==> config.mk <==
export PLATFORM = sky130hd
export DESIGN_NAME = vga_timing_gen_flat
export DESIGN_NICKNAME = d
export VERILOG_FILES = /design/src/rtl/vga_timing_gen_if.sv /design/src/rtl/vga_timing_gen.sv /design/src/flat_wrapper.sv
export SDC_FILE = /design/constraint.sdc
export NUM_CORES = 1
export LEC_CHECK = 0
export CORE_UTILIZATION = 54
export DETAILED_ROUTE_END_ITERATION = 7
export PLACE_DENSITY = 0.86
export SLEW_MARGIN = 20
export SYNTH_ARGS = -nofsm -noshare
export SYNTH_HDL_FRONTEND = slang
export SYNTH_SLANG_ARGS = --single-unit
==> constraint.sdc <==
create_clock -name vga_clk -period 3.3 [get_ports vga_clk]
set_clock_uncertainty 0.05 [all_clocks]
set_input_delay 0.66 -clock vga_clk [delete_from_list [all_inputs] [get_ports vga_clk]]
set_output_delay 0.66 -clock vga_clk [all_outputs]
set_load 0.03 [all_outputs]
==> src/rtl/vga_timing_gen_if.sv <==
// Raster timing bus: pixel strobe in, coordinates, flags and delayed sync out.
interface vga_timing_gen_if;
  logic       pix_en;
  logic [9:0] DrawX;
  logic [9:0] DrawY;
  logic       blank;
  logic       line_start;
  logic       frame_start;
  logic [7:0] frame_count;
  logic       hs;
  logic       vs;
  logic       de;

  // Timing generator side.
  modport master (
    input  pix_en,
    output DrawX, DrawY, blank, line_start, frame_start, frame_count, hs, vs, de
  );

  // Renderer / output-stage side.
  modport slave (
    output pix_en,
    input  DrawX, DrawY, blank, line_start, frame_start, frame_count, hs, vs, de
  );
endinterface

==> src/rtl/vga_timing_gen.sv <==
// Raster timing generator: walks an H_TOTAL x V_TOTAL raster one pixel per
// pix_en strobe, producing coordinates/flags for the renderers and sync/de
// delayed by PIPE_DELAY strobes to match the colour pipeline.
module vga_timing_gen #(
  parameter int unsigned H_ACTIVE   = 640,
  parameter int unsigned H_FP       = 16,
  parameter int unsigned H_SYNC     = 96,
  parameter int unsigned H_BP       = 48,
  parameter int unsigned V_ACTIVE   = 480,
  parameter int unsigned V_FP       = 10,
  parameter int unsigned V_SYNC     = 2,
  parameter int unsigned V_BP       = 33,
  parameter bit          SYNC_POL   = 1'b0,
  parameter int unsigned PIPE_DELAY = 2
) (
  input  logic             vga_clk,
  input  logic             reset_n,
  vga_timing_gen_if.master bus
);

  localparam int unsigned CW      = 10;
  localparam int unsigned FCW     = 8;
  localparam int unsigned H_TOTAL = H_ACTIVE + H_FP + H_SYNC + H_BP;
  localparam int unsigned V_TOTAL = V_ACTIVE + V_FP + V_SYNC + V_BP;

  localparam logic [CW-1:0] X_LAST   = CW'(H_TOTAL - 1);
  localparam logic [CW-1:0] Y_LAST   = CW'(V_TOTAL - 1);
  localparam logic [CW-1:0] X_ACT    = CW'(H_ACTIVE);
  localparam logic [CW-1:0] Y_ACT    = CW'(V_ACTIVE);
  localparam logic [CW-1:0] HS_FIRST = CW'(H_ACTIVE + H_FP);
  localparam logic [CW-1:0] HS_LAST  = CW'(H_ACTIVE + H_FP + H_SYNC - 1);
  localparam logic [CW-1:0] VS_FIRST = CW'(V_ACTIVE + V_FP);
  localparam logic [CW-1:0] VS_LAST  = CW'(V_ACTIVE + V_FP + V_SYNC - 1);
  localparam logic          SYNC_ON  = SYNC_POL;
  localparam logic          SYNC_OFF = ~SYNC_POL;

  // Coordinates are 10 bits wide, so larger rasters cannot be represented.
  if (H_TOTAL > 1024) begin : g_bad_h_total
    $error("vga_timing_gen: H_TOTAL exceeds 1024");
  end
  if (V_TOTAL > 1024) begin : g_bad_v_total
    $error("vga_timing_gen: V_TOTAL exceeds 1024");
  end

  logic [CW-1:0]     x_q, y_q;
  logic              blank_q, line_start_q, frame_start_q;
  logic [FCW-1:0]    frame_count_q;
  logic [PIPE_DELAY:0] hs_pipe, vs_pipe, de_pipe;

  logic [CW-1:0] next_x, next_y;
  logic          next_blank, next_line_start, next_frame_start;
  logic          hs_raw, vs_raw;

  // Next raster position and the flags/raw sync that belong to it.
  always_comb begin
    next_x           = CW'(x_q + CW'(1));
    next_y           = y_q;
    if (x_q == X_LAST) begin
      next_x = '0;
      next_y = (y_q == Y_LAST) ? '0 : CW'(y_q + CW'(1));
    end
    next_blank       = (next_x < X_ACT) && (next_y < Y_ACT);
    next_line_start  = (next_x == '0);
    next_frame_start = (next_x == '0) && (next_y == '0);
    hs_raw = ((next_x >= HS_FIRST) && (next_x <= HS_LAST)) ? SYNC_ON : SYNC_OFF;
    vs_raw = ((next_y >= VS_FIRST) && (next_y <= VS_LAST)) ? SYNC_ON : SYNC_OFF;
  end

  // Raster state; everything, including the sync/de delay line, holds without a strobe.
  // Stage 0 of each delay line is aligned with the coordinates, later stages lag by one strobe each.
  always_ff @(posedge vga_clk or negedge reset_n) begin
    if (!reset_n) begin
      x_q           <= X_LAST;
      y_q           <= Y_LAST;
      blank_q       <= 1'b0;
      line_start_q  <= 1'b0;
      frame_start_q <= 1'b0;
      frame_count_q <= '0;
      hs_pipe       <= {(PIPE_DELAY + 1){SYNC_OFF}};
      vs_pipe       <= {(PIPE_DELAY + 1){SYNC_OFF}};
      de_pipe       <= '0;
    end else if (bus.pix_en) begin
      x_q           <= next_x;
      y_q           <= next_y;
      blank_q       <= next_blank;
      line_start_q  <= next_line_start;
      frame_start_q <= next_frame_start;
      if (next_frame_start) begin
        frame_count_q <= FCW'(frame_count_q + FCW'(1));
      end
      hs_pipe[0] <= hs_raw;
      vs_pipe[0] <= vs_raw;
      de_pipe[0] <= next_blank;
      for (int i = 1; i <= int'(PIPE_DELAY); i++) begin
        hs_pipe[i] <= hs_pipe[i-1];
        vs_pipe[i] <= vs_pipe[i-1];
        de_pipe[i] <= de_pipe[i-1];
      end
    end
  end

  assign bus.DrawX       = x_q;
  assign bus.DrawY       = y_q;
  assign bus.blank       = blank_q;
  assign bus.line_start  = line_start_q;
  assign bus.frame_start = frame_start_q;
  assign bus.frame_count = frame_count_q;
  assign bus.hs          = hs_pipe[PIPE_DELAY];
  assign bus.vs          = vs_pipe[PIPE_DELAY];
  assign bus.de          = de_pipe[PIPE_DELAY];

endmodule

==> src/flat_wrapper.sv <==
// flat-port wrapper written by rule: the top's interface ports become plain ports
module vga_timing_gen_flat 
#(
  parameter int unsigned H_ACTIVE   = 640,
  parameter int unsigned H_FP       = 16,
  parameter int unsigned H_SYNC     = 96,
  parameter int unsigned H_BP       = 48,
  parameter int unsigned V_ACTIVE   = 480,
  parameter int unsigned V_FP       = 10,
  parameter int unsigned V_SYNC     = 2,
  parameter int unsigned V_BP       = 33,
  parameter bit          SYNC_POL   = 1'b0,
  parameter int unsigned PIPE_DELAY = 2
)
  (vga_clk, reset_n, bus_pix_en, bus_DrawX, bus_DrawY, bus_blank, bus_line_start, bus_frame_start, bus_frame_count, bus_hs, bus_vs, bus_de);
  vga_timing_gen_if bus_i ();
  input  logic vga_clk;
  input  logic reset_n;
  input wire logic [$bits(bus_i.pix_en)-1:0] bus_pix_en;
  output wire logic [$bits(bus_i.DrawX)-1:0] bus_DrawX;
  output wire logic [$bits(bus_i.DrawY)-1:0] bus_DrawY;
  output wire logic [$bits(bus_i.blank)-1:0] bus_blank;
  output wire logic [$bits(bus_i.line_start)-1:0] bus_line_start;
  output wire logic [$bits(bus_i.frame_start)-1:0] bus_frame_start;
  output wire logic [$bits(bus_i.frame_count)-1:0] bus_frame_count;
  output wire logic [$bits(bus_i.hs)-1:0] bus_hs;
  output wire logic [$bits(bus_i.vs)-1:0] bus_vs;
  output wire logic [$bits(bus_i.de)-1:0] bus_de;
  assign bus_i.pix_en = bus_pix_en;
  assign bus_DrawX = bus_i.DrawX;
  assign bus_DrawY = bus_i.DrawY;
  assign bus_blank = bus_i.blank;
  assign bus_line_start = bus_i.line_start;
  assign bus_frame_start = bus_i.frame_start;
  assign bus_frame_count = bus_i.frame_count;
  assign bus_hs = bus_i.hs;
  assign bus_vs = bus_i.vs;
  assign bus_de = bus_i.de;
  vga_timing_gen #(.H_ACTIVE(H_ACTIVE), .H_FP(H_FP), .H_SYNC(H_SYNC), .H_BP(H_BP), .V_ACTIVE(V_ACTIVE), .V_FP(V_FP), .V_SYNC(V_SYNC), .V_BP(V_BP), .SYNC_POL(SYNC_POL), .PIPE_DELAY(PIPE_DELAY)) u_core (.vga_clk(vga_clk), .reset_n(reset_n), .bus(bus_i));
endmodule
# After elaboration in Yosys (flattened, before gate mapping)
# Index checks and enable logic that the tools add are counted.
classes:
  addsub: 3
  magnitude_cmp: 6
  n_eq_ne: 2
  n_mux: 5
  reduce_logical: 7
ops:
  columns: ["op", "count"]
  rows:
  - ["2-to-1 mux 10 bit", 3]
  - ["adder 10 x 1 -> 10 bit (second input constant)", 2]
  - ["== test 10 bit (second input constant)", 2]
  - ["logical NOT 10 bit", 2]
  - [">= comparator 10 bit (second input constant)", 1]
  - [">= comparator 10 x 9 -> 1 bit (second input constant)", 1]
  - ["less-or-equal comparator 10 bit (second input constant)", 1]
  - ["less-or-equal comparator 10 x 9 -> 1 bit (second input constant)", 1]
  - ["< comparator 10 bit (second input constant)", 1]
  - ["< comparator 10 x 9 -> 1 bit (second input constant)", 1]
  - ["adder 8 x 1 -> 8 bit (second input constant)", 1]
  - ["logical AND 1 bit", 4]
  - ["2-to-1 mux 1 bit", 2]
  - ["AND reduction 2 bit", 1]
word_totals:
  reg_bits: 40
  input_bits: 3
  elab_cells: 32

# Depth between registers and ports, before layout
logic_depth:
  depth_word: 6
  mapped_depth: 11
  mapped_depth_nobuf: 10

# Worst setup path before layout
# Ideal clock, no wire load.
synth_timing:
  path_kind: "register -> register"
  from: "register u_core.x_q[1], in the netlist u_core.bus.DrawX[1]"
  to: "register u_core.frame_count_q[7], in the netlist u_core.bus.frame_count[7]"
  arrival_time_ps: 2983
  t_required_ps: 3170
  setup_slack_ps: 186
  path_stages_with_launch: 11
  n_path_buf: 2
  path_cell_list: "dfstp_2 > ha_1 > nand4_2 > or3_1 > buf_2 > a2111oi_1 > nand3_1 > or4_1 > buf_6 > nor3_4 > xor2_1"
synth_between:
  elab_chain_cells: 5
  word_cells_on_any_way: 8
synth_lines:
  columns: ["item", "line_no", "source"]
  rows:
  - ["start, declared", "vga_timing_gen.sv:45", "logic [CW-1:0] x_q, y_q;"]
  - ["start signal, assigned", "vga_timing_gen.sv:83", "x_q <= next_x;"]
  - ["adder 10 x 1 -> 10 bit / == test 10 bit (equally long branches)", "vga_timing_gen.sv:56, vga_timing_gen.sv:58", null]
  - ["2-to-1 mux 10 bit", "vga_timing_gen.sv:58", "if (x_q == X_LAST) begin"]
  - ["logical NOT 10 bit", "vga_timing_gen.sv:64", "next_frame_start = (next_x == '0) && (next_y == '0);"]
  - ["logical AND 1 bit (*)", "vga_timing_gen.sv:64", null]
  - ["AND reduction 2 bit (no source line) (*)", null, null]
  - ["end signal, assigned", "vga_timing_gen.sv:89", "frame_count_q <= FCW'(frame_count_q + FCW'(1));"]
  - ["end, declared", "vga_timing_gen.sv:47", "logic [FCW-1:0] frame_count_q;"]
# Every way passes the cells marked *; elsewhere a longest branch is shown, timed or not.
# A chain may end at the register's enable or synchronous reset.

# Final worst setup path
layout_timing:
  from: "register u_core.x_q[1], in the netlist u_core.bus.DrawX[1]"
  to: "register u_core.frame_count_q[6], in the netlist u_core.bus.frame_count[6]"
# Same word-level chain as after synthesis.

==> impl_metrics.yaml <==
final_layout:
  antenna_cells: 0
  final_cell_mix: "35 x clkdlybuf4s50_1, 31 x nand2_1, 23 x dfrtp_1"
  areaGrowthSynthToFinish_pct: 21.3
  final_cell_area_um2: 2860
  nets: 296
  drive_gt1_frac: 0.188
  layout_commonest_cell: "clkdlybuf4s50_1"
  stdcell_count: 338
cts:
  clk_latency_ns: 0.31
  numCtsBuffers: 5
  post_cts_buffers: 0
  cts_sinks: 39
  clockRootBuffer: "clkbuf_8"
  clockBufferDepth: 2
  tritoncts: "yes"
  clk_pin_slew_worst_paths_ns: 0.09
  htreeDepth: 2
pwr:
  p_leak_nw: 1.12
  swShare: 0.359
  p_int_w: 0.000843
  share_comb_of_total_power: 0.276
  power_frac_seq: 0.472
  pwr-share-clk: 0.251
  switchingPower_w: 0.000471
  powerDensity_nw_per_um2: 460
  ir_worst_vdd_mv: 0.296
yosys:
  avgSynthCellArea_um2: 9.39
  syn_inst: 251
  synth_nets: 260
  ys_ff_latch: 39
  seq_area_frac_synth: 0.423
  synth-main-ff-cell: "dfrtp_1"
  async_flop_share: 1.00
  netlist_area_um2: 2360
  ys_types: 54
  synth_edf_count: 0
  ys_warn_count: 0
sta:
  max_slew.worst_pin.slew_ns: 0.846
  setup_tns_ns: 0
  fmax_mhz: 328
  setup_viol: 0
  finalCritPeriodShare: 0.923
  hold-worst-slack_ns: 0.410
  post-route-min-period_ns: 3.05
  finalHoldViolCount: 0
  relSlewSlack: 0.436
  rsz0062_at_grt: "false"
  timing.final.ws_setup_ns: 0.254
  slew_violations: 0
worst_setup_path:
  rr_worst_depth: 8
  crit_family: "simple AND/OR/NAND/NOR gates"
  path_class: "flop to flop"
  critPathBufInv: 0
  worst_setup_path_start_kind: "flop"
  reg2reg_to: "u_core.bus.frame_count[6]"
  crit_path_max_fanout: 8
  required_ns: 3.48
  arrival_ns: 3.22
  slowest_stage: "dfstp_2"
  worstPathCellList: "ha_1 > nand4_2 > or3_1 > o31ai_1 > o21ai_1 > or4_4 > nor3_2 > xor2_1"
  crit_path_max_incr_delay_ns: 0.61
  worstSetupEndpointType: "flop"
  r2r_slack_ns: 0.25
  worstReg2RegStart: "u_core.bus.DrawX[1]"
placement:
  dp_cells: 330
  gp_congestion: 0.944
  port_buffers: 36
  place_area_um2: 2760
  dp_hpwl_um: 3380
  post-place-ws_ns: 0.161
detailed_routing:
  postRouteAntennaNets: 0
  drt_pass1_iterations: 4
  wirelength_um: 4990
  drtIter0Drc: 151
  via_count: 1951
  wl_per_cell_um: 14.8
  avgViaCountPerCell: 5.77
  drc_errors: 0
global_routing:
  track_usage: 0.242
  first_global_vias: 1768
  grt_pass1_wl_um: 8160
  overflow: 0
  antenna_found_initial: 0
  grt_max_degree: 40
die:
  die_w_um: 68.1
  die_h_um: 68.1
  num_rows: 23
  initial_core_util: 0.577
  core_um2: 4090
  io_pins: 37
  die_area_um2: 4630
job:
  drv_cap: 0
worst_hold_path:
  hp-class: "input pin to async pin"
status:
  status: "complete, no violations"
cells by family (layout without fill, tap and decap cells):
family / after synthesis / count (layout) / synth area share
fa+ha+maj: 6 / 6 / 0.0318
xor+xnor: 22 / 22 / 0.0817
flops: 39 / 39 / 0.423
mux: 8 / 8 / 0.0377
compound gates: 49 / 49 / 0.134
buf+inv: 26 / 63 / 0.0526
simple gates: 101 / 101 / 0.240
timing repair:
item,4_1_cts,5_1_grt
hold buffers,0,0
setup endpoints to repair,0,3
endpoints found under the hold margin,0,0
gates resized for setup,0,3
power groups by stage:
stage	Clock (W)	Sequential, W	Combinational, W
final	0.000330	0.000621	0.000363
after global routing	0.000351	0.000632	0.000397
after CTS	0.000340	0.000620	0.000363
after detailed placement	0	0.000628	0.000363
after global placement	0	0.000625	0.000356
after floorplan	0	0.000649	0.000221
layer usage:
layer,vias up,routed length (um),GRT usage
met1,918,2200,0.321
met3,12,272,0.0483
li1,964,-,-
met2,57,2390,0.369
met4,0,135,0.130
met5,-,0,0
flip-flops by register name (all words and copies together) (netlist names):
register / count
u_core.hs_pipe: 3
u_core.vs_pipe: 3
u_core.bus.DrawY: 10
u_core.de_pipe: 3
u_core.bus.frame_start: 1
u_core.bus.DrawX: 10
u_core.bus.frame_count: 8
u_core.bus.line_start: 1
synthesized netlist by cell type, types with 5 or more instances:
master,count,area share
nand4_1,7,0.019
dfrtp_1,23,0.24
nor2_1,15,0.024
a21oi_1,8,0.017
nand3_1,13,0.028
o21ai_0,15,0.032
xnor2_1,15,0.056
xor2_1,7,0.026
o31ai_1,5,0.016
nand2_1,31,0.049
mux2_2,7,0.033
inv_1,10,0.016
nand2b_1,5,0.013
clkbuf_1,5,0.0080
ha_1,6,0.032
dfstp_2,16,0.18
buf_2,6,0.013
area by class of cell:
class                   instances  area (um2)
clock buffers                   5        68.8
clock inverters                 3        20.0
fillers                       318        1230
inverters                      10        37.5
multi-input cells             186        1250
flip-flops and latches         39         996
well taps                      50        62.6
repair buffers                 45         423
worst max path at each step:
stage	from	to	slack (ns)	cells past startpoint
floorplan	u_core.bus.DrawX[1]	u_core.bus.frame_count[7]	0.19	10
global placement	u_core.bus.DrawX[1]	u_core.bus.frame_count[7]	0.27	8
detailed placement	u_core.bus.DrawX[1]	u_core.bus.frame_count[7]	0.16	8
CTS	u_core.bus.DrawX[1]	u_core.bus.frame_count[6]	0.10	8
global route	u_core.bus.DrawX[1]	u_core.bus.frame_count[6]	0.04	10
finish	u_core.bus.DrawX[1]	u_core.bus.frame_count[6]	0.25	8
per-stage QoR:
stage | utilization | total power (W)
2_1_floorplan | - | 0.000870
3_3_place_gp | 0.675 | 0.000980
3_5_place_dp | 0.675 | 0.000991
4_1_cts | 0.696 | 0.00132
5_1_grt | 0.700 | 0.00138
6_report | 0.700 | 0.00131
Power figures use the tool's default switching activity.
